<file path="src/rtl/mc_moving_avg.sv">
// mc_moving_avg: multi-channel, time-multiplexed moving-average filter.
// Each channel keeps a circular sample history, a fill count and a running
// sum. The window is 2^L samples, with L selectable at runtime. The result is
// the running sum divided by 2^L, with optional round-half-up.
//
// Ports:
//   clk, rst      rising-edge clock, asynchronous active-high reset
//   in_valid      input handshake: sample valid
//   in_ready      input handshake: block can accept a sample
//   in_ch         channel index of the input sample (in_ch >= CH is dropped)
//   in_sample     signed input sample
//   win_log2      window exponent L (clamped to LOG2_NMAX)
//   clear         synchronous flush of all channels
//   out_valid     output handshake: result valid
//   out_ready     output handshake: downstream accepts the result
//   out_ch        channel of the result
//   out_sample    signed averaged sample
//   out_full      window of out_ch was full when the result was produced
module mc_moving_avg #(
  parameter int WIDTH     = 16,
  parameter int CH        = 4,
  parameter int LOG2_NMAX = 5,
  parameter int DO_ROUND  = 1,
  localparam int CHW      = (CH > 1) ? $clog2(CH) : 1,
  localparam int LW       = $clog2(LOG2_NMAX + 1)
) (
  input  logic                    clk,
  input  logic                    rst,
  input  logic                    in_valid,
  output logic                    in_ready,
  input  logic [CHW-1:0]          in_ch,
  input  logic signed [WIDTH-1:0] in_sample,
  input  logic [LW-1:0]           win_log2,
  input  logic                    clear,
  output logic                    out_valid,
  input  logic                    out_ready,
  output logic [CHW-1:0]          out_ch,
  output logic signed [WIDTH-1:0] out_sample,
  output logic                    out_full
);

  localparam int NMAX = 1 << LOG2_NMAX;
  localparam int PW   = (LOG2_NMAX > 0) ? LOG2_NMAX : 1;
  localparam int CW   = LOG2_NMAX + 1;
  localparam int SW   = WIDTH + LOG2_NMAX;

  logic signed [WIDTH-1:0] r_hist  [CH][NMAX];
  logic [PW-1:0]           r_ptr   [CH];
  logic [CW-1:0]           r_count [CH];
  logic signed [SW-1:0]    r_sum   [CH];
  logic [LW-1:0]           r_win_q;

  logic [LW-1:0]           w_l;
  logic                    w_flush;
  logic [CW-1:0]           w_win;
  logic                    w_ch_ok;
  logic [CHW-1:0]          w_c;
  logic                    w_full_now;
  logic [PW-1:0]           w_old_idx;
  logic signed [WIDTH-1:0] w_old;
  logic signed [SW-1:0]    w_in_ext;
  logic signed [SW-1:0]    w_old_ext;
  logic signed [SW-1:0]    w_new_sum;
  logic [SW-1:0]           w_rnd;
  logic signed [SW-1:0]    w_rsum;
  logic signed [SW-1:0]    w_div;
  logic [CW-1:0]           w_new_count;
  logic                    w_take;

  assign w_l     = (win_log2 > LW'(LOG2_NMAX)) ? LW'(LOG2_NMAX) : win_log2;
  assign w_flush = clear || (w_l != r_win_q);

  assign in_ready = (!out_valid || out_ready) && !w_flush;

  // Outside a flush cycle w_l equals r_win_q, so the registered L is used.
  assign w_win = CW'(1) << r_win_q;

  assign w_ch_ok = {1'b0, in_ch} < (CHW + 1)'(CH);
  assign w_c     = w_ch_ok ? in_ch : '0;
  assign w_take  = in_valid && in_ready && w_ch_ok;

  // The sample leaving the window sits W slots behind the write pointer.
  // With W == N_MAX the subtraction wraps back onto the write slot itself.
  assign w_full_now = (r_count[w_c] == w_win);
  assign w_old_idx  = r_ptr[w_c] - w_win[PW-1:0];
  assign w_old      = w_full_now ? r_hist[w_c][w_old_idx] : '0;

  assign w_in_ext  = {{LOG2_NMAX{in_sample[WIDTH-1]}}, in_sample};
  assign w_old_ext = {{LOG2_NMAX{w_old[WIDTH-1]}}, w_old};
  assign w_new_sum = r_sum[w_c] + w_in_ext - w_old_ext;

  // 2^(L-1) for L>0, and 0 for L=0, because the right shift drops the bit.
  assign w_rnd  = (DO_ROUND != 0) ? ((SW'(1) << r_win_q) >> 1) : '0;
  assign w_rsum = w_new_sum + signed'(w_rnd);
  assign w_div  = w_rsum >>> r_win_q;

  assign w_new_count = w_full_now ? r_count[w_c] : r_count[w_c] + CW'(1);

  always_ff @(posedge clk or posedge rst) begin
    if (rst) begin
      r_win_q    <= '0;
      out_valid  <= 1'b0;
      out_ch     <= '0;
      out_sample <= '0;
      out_full   <= 1'b0;
      for (int unsigned i = 0; i < CH; i++) begin
        r_ptr[i]   <= '0;
        r_count[i] <= '0;
        r_sum[i]   <= '0;
      end
    end else begin
      if (w_flush) begin
        r_win_q <= w_l;
        for (int unsigned i = 0; i < CH; i++) begin
          r_count[i] <= '0;
          r_sum[i]   <= '0;
        end
      end else if (w_take) begin
        r_sum[w_c]   <= w_new_sum;
        r_ptr[w_c]   <= r_ptr[w_c] + PW'(1);
        r_count[w_c] <= w_new_count;
      end

      // The result register is only overwritten when it is empty or being
      // consumed in the same cycle, which in_ready already guarantees.
      if (w_take) begin
        out_valid  <= 1'b1;
        out_ch     <= in_ch;
        out_sample <= w_div[WIDTH-1:0];
        out_full   <= (w_new_count == w_win);
      end else if (out_ready) begin
        out_valid  <= 1'b0;
      end
    end
  end

  // The history is left unreset: entries are only read once count shows
  // they have been written since the last flush.
  always_ff @(posedge clk) begin
    if (w_take) begin
      r_hist[w_c][r_ptr[w_c]] <= in_sample;
    end
  end

endmodule
</file>
<file path="config.mk">
export PLATFORM = sky130hd
export DESIGN_NAME = mc_moving_avg
export DESIGN_NICKNAME = d
export VERILOG_FILES = /design/src/rtl/mc_moving_avg.sv
export SDC_FILE = /design/constraint.sdc
export NUM_CORES = 2
export LEC_CHECK = 0
export ABC_AREA = 1
export CORE_UTILIZATION = 68
export DETAILED_ROUTE_END_ITERATION = 8
export PLACE_DENSITY = 0.81
export SETUP_SLACK_MARGIN = 0.5
export SYNTH_ARGS = -nofsm -noshare
export SYNTH_HDL_FRONTEND = slang
export SYNTH_SLANG_ARGS = --single-unit
</file>
<file path="constraint.sdc">
create_clock -name clk -period 18.9 [get_ports clk]
set_input_delay 3.78 -clock clk [delete_from_list [all_inputs] [get_ports clk]]
set_output_delay 3.78 -clock clk [all_outputs]
set_load 0.02 [all_outputs]
</file>
==> impl_metrics.ini <==
[status]
status = finished clean

[logic_synthesis]
netlist_instances = 5981
synth_warnings = 0
synthArstFlopShare_pct = 6.867
netlist.area_leader.share_pct = 71.99
yosys_most_used_dff = edfxtp_1
ys_top_cells_by_area = edfxtp_1, o22ai_1, dfrtp_1
synth_area_per_cell_um2 = 14.28
synth_fp_nets = 6066
ys_types = 48
synth-edff-count = 2048
ys_ff_latch = 2199
synth_area_leader_cell = edfxtp_1
yosysSeqAreaShare_pct = 76.42
synth_area_um2 = 85420

[power]
power_density_nw_per_um2 = 125.4
leakage_nw = 31.14
peakVddDrop_mv = 0.09940
p_total_mw = 11.86

[sta]
fin_ws_ns = 5.906
slew_headroom_pct = 11.45
tns_ns = 0
fin_crit_ns = 12.99
setup_viol = 0
fin_skew_ns = 0.05273
rsz0062_at_grt = false
tightest_slew_ns = 1.312
drv_slew = 0
hold_viol = 0
finalCritPeriodShare_pct = 68.75
fmax_mhz = 76.96

[global_routing]
grt_pass1_vias = 54720
antenna_found_initial = 14
grt_max_degree = 164
grtUsageTotal_pct = 37.67
overflow = 0
grt_pass1_wl_mm = 349.9

[run]
drv_cap = 0

[layout]
drive_above_1_share_pct = 8.815
area_delta_synth_final_pct = 10.71
nNetsFinal = 6110
fill_cells = 6708

[cts]
cts_setup_buffers = 0
clk_path_buf_depth = 3
worstSkewPairLatency_ns = 0.85
root_buffer = clkbuf_16
cts_max_level = 4
hold_buffers = 0
clock-sinks = 2199
cts_buffers = 203
cts_tree = yes
path_clk_slew_ns = 0.06
cts_resized = 0

[floorplan]
rows = 129
num_io_pins = 47
initial_core_util_pct = 68.82
die_h_um = 356.4
die_area_um2 = 127000
die_w_um = 356.4
core_area_um2 = 124100

[critical_path]
max_stage_delay_ns = 0.95
arrival_ns = 13.70
path_common_cell = nand2_1
start_kind = primary input
path_class = in -> reg
crit_fanout = 75
worstSetupEndpointType = register
cp_slowest_cell = fa_4
crit_required_ns = 19.61

[worst_hold_path]
hold_class = reg -> reg

[detailed_routing]
drt-total-wl_mm = 240.4
first_pass_iters = 9
drt_iter0_markers = 10800
num_vias = 57170
viasPerCell = 7.294
routedWlPerCell_um = 30.67
drc_errors = 0
ant_nets = 0

[placed_design]
dp_slack_ns = 5.267
place_hpwl_mm = 133.4
numPortBuffers = 46
gp_congestion = 0.9134
[where the power goes]
part           switching [mW]  total, mW  internal, mW
Sequential             0.0202       5.38          5.36
Combinational            1.82       2.47         0.645
Clock                    1.79       4.01          2.22
Total                    3.63       11.9          8.23
[registers in the layout, indices dropped and copies added, names as in the netlist]
signal      cells
r_ptr          20
out_sample     16
out_valid       1
r_count        24
r_hist       2048
out_ch          2
r_win_q         3
r_sum          84
out_full        1
[layout make-up]
cell class                      instances  area (um^2)  share of cell area [%]
Tap cell                             1637         2048                   2.166
Sequential cell                      2199        65280                   69.02
Timing Repair Buffer                  246         2034                   2.151
Multi-Input combinational cell       3145        17830                   18.85
Clock inverter                        116         1141                   1.207
Inverter                              230        888.4                  0.9393
Clock buffer                          258         5338                   5.644
Antenna cell                            7        17.52                 0.01852
[worst paths after layout]
kind	slack (ns)	to	start	depth (start not counted)
min reg2reg	0.48	out_sample[11]	out_sample[11]	2
max	5.91	out_sample[14]	in_ch[0]	43
max in group asynchronous	14.04	r_sum[53]	rst	3
max reg2reg	9.51	out_sample[14]	r_win_q[0]	39
min	0.48	out_sample[11]	out_sample[11]	2
min in group asynchronous	3.45	r_count[0]	rst	2
[logic make-up (layout without fill, tap and decap cells)]
kind of cell,count (synthesis),count (layout),synth area share [%]
other,0,7,0
AND/OR/NAND/NOR,1421,1421,7.006
adder cells (fa/ha/maj),59,59,1.057
AO/OA/AOI/OAI,1628,1628,12.26
buffers and inverters,637,850,2.874
flip-flops,2199,2199,76.42
XOR/XNOR,37,37,0.3882
[synth_stat cells (2+ instances only)]
cell,n
o31ai_1,99
and3_1,2
buf_1,66
and2_1,2
a31oi_1,7
o221ai_1,4
xor2_1,28
inv_2,9
a21oi_1,69
o21bai_1,3
o211ai_1,8
nand3b_1,3
clkbuf_1,299
fa_1,22
dfrtp_1,151
ha_1,37
buf_4,2
o21a_1,6
o22ai_1,1045
buf_2,39
nand3_1,280
edfxtp_1,2048
clkinv_1,2
nor3_1,166
o21ai_2,2
nand4_1,15
xnor2_1,8
inv_1,219
o311ai_0,87
or2_2,8
a221oi_1,20
o32ai_1,36
a22oi_1,56
nor2_1,352
nand2_1,589
o21ai_0,173
o21ai_1,8
[layout by cell type (no fill, tap or decap), types with 9 or more instances in the layout]
master	count
edfxtp_1	2048
o22ai_1	1045
nand2_1	586
nor2_1	329
nand3_1	280
inv_1	213
buf_4	207
clkbuf_16	204
o21ai_0	173
nor3_1	166
dfrtp_1	151
o31ai_1	99
o311ai_0	87
a21oi_1	69
a22oi_1	56
clkinv_1	54
clkbuf_1	51
o32ai_1	36
ha_1	36
clkdlybuf4s50_1	30
xor2_1	27
clkinv_2	23
nor2_2	22
fa_1	21
a221oi_1	20
bufinv_16	16
nand4_1	15
inv_2	11
clkinvlp_4	11
buf_12	9
[routing by layer]
metal	GRT usage, %	part of all wire [%]
met1	51.88	35
met2	56.71	46
met3	10.06	15
met4	18.08	4.8
met5	0	0.021
[worst max-delay path, delay by kind of cell]
kind / cells / cell delay, ns
buffers and inverters: 7 / 2.93
and+or+nand+nor: 23 / 2.81
adders and majority gates: 6 / 2.54
AOI/OAI and AO/OA: 6 / 1.30
xor gates and xnor gates: 1 / 0.16
[stage by stage]
step	area, um^2	util [%]	hold slack, ns	std cells
after floorplan	85420	-	0.4422	5981
after global placement	88080	70.96	0.4659	7457
after detailed placement	88080	70.96	0.4687	7457
after CTS	94560	76.18	0.4836	7831
after global routing	94560	76.18	0.5103	7831
final	94580	76.20	0.4803	7838
Note: power is estimated with default switching activity, not from simulation.
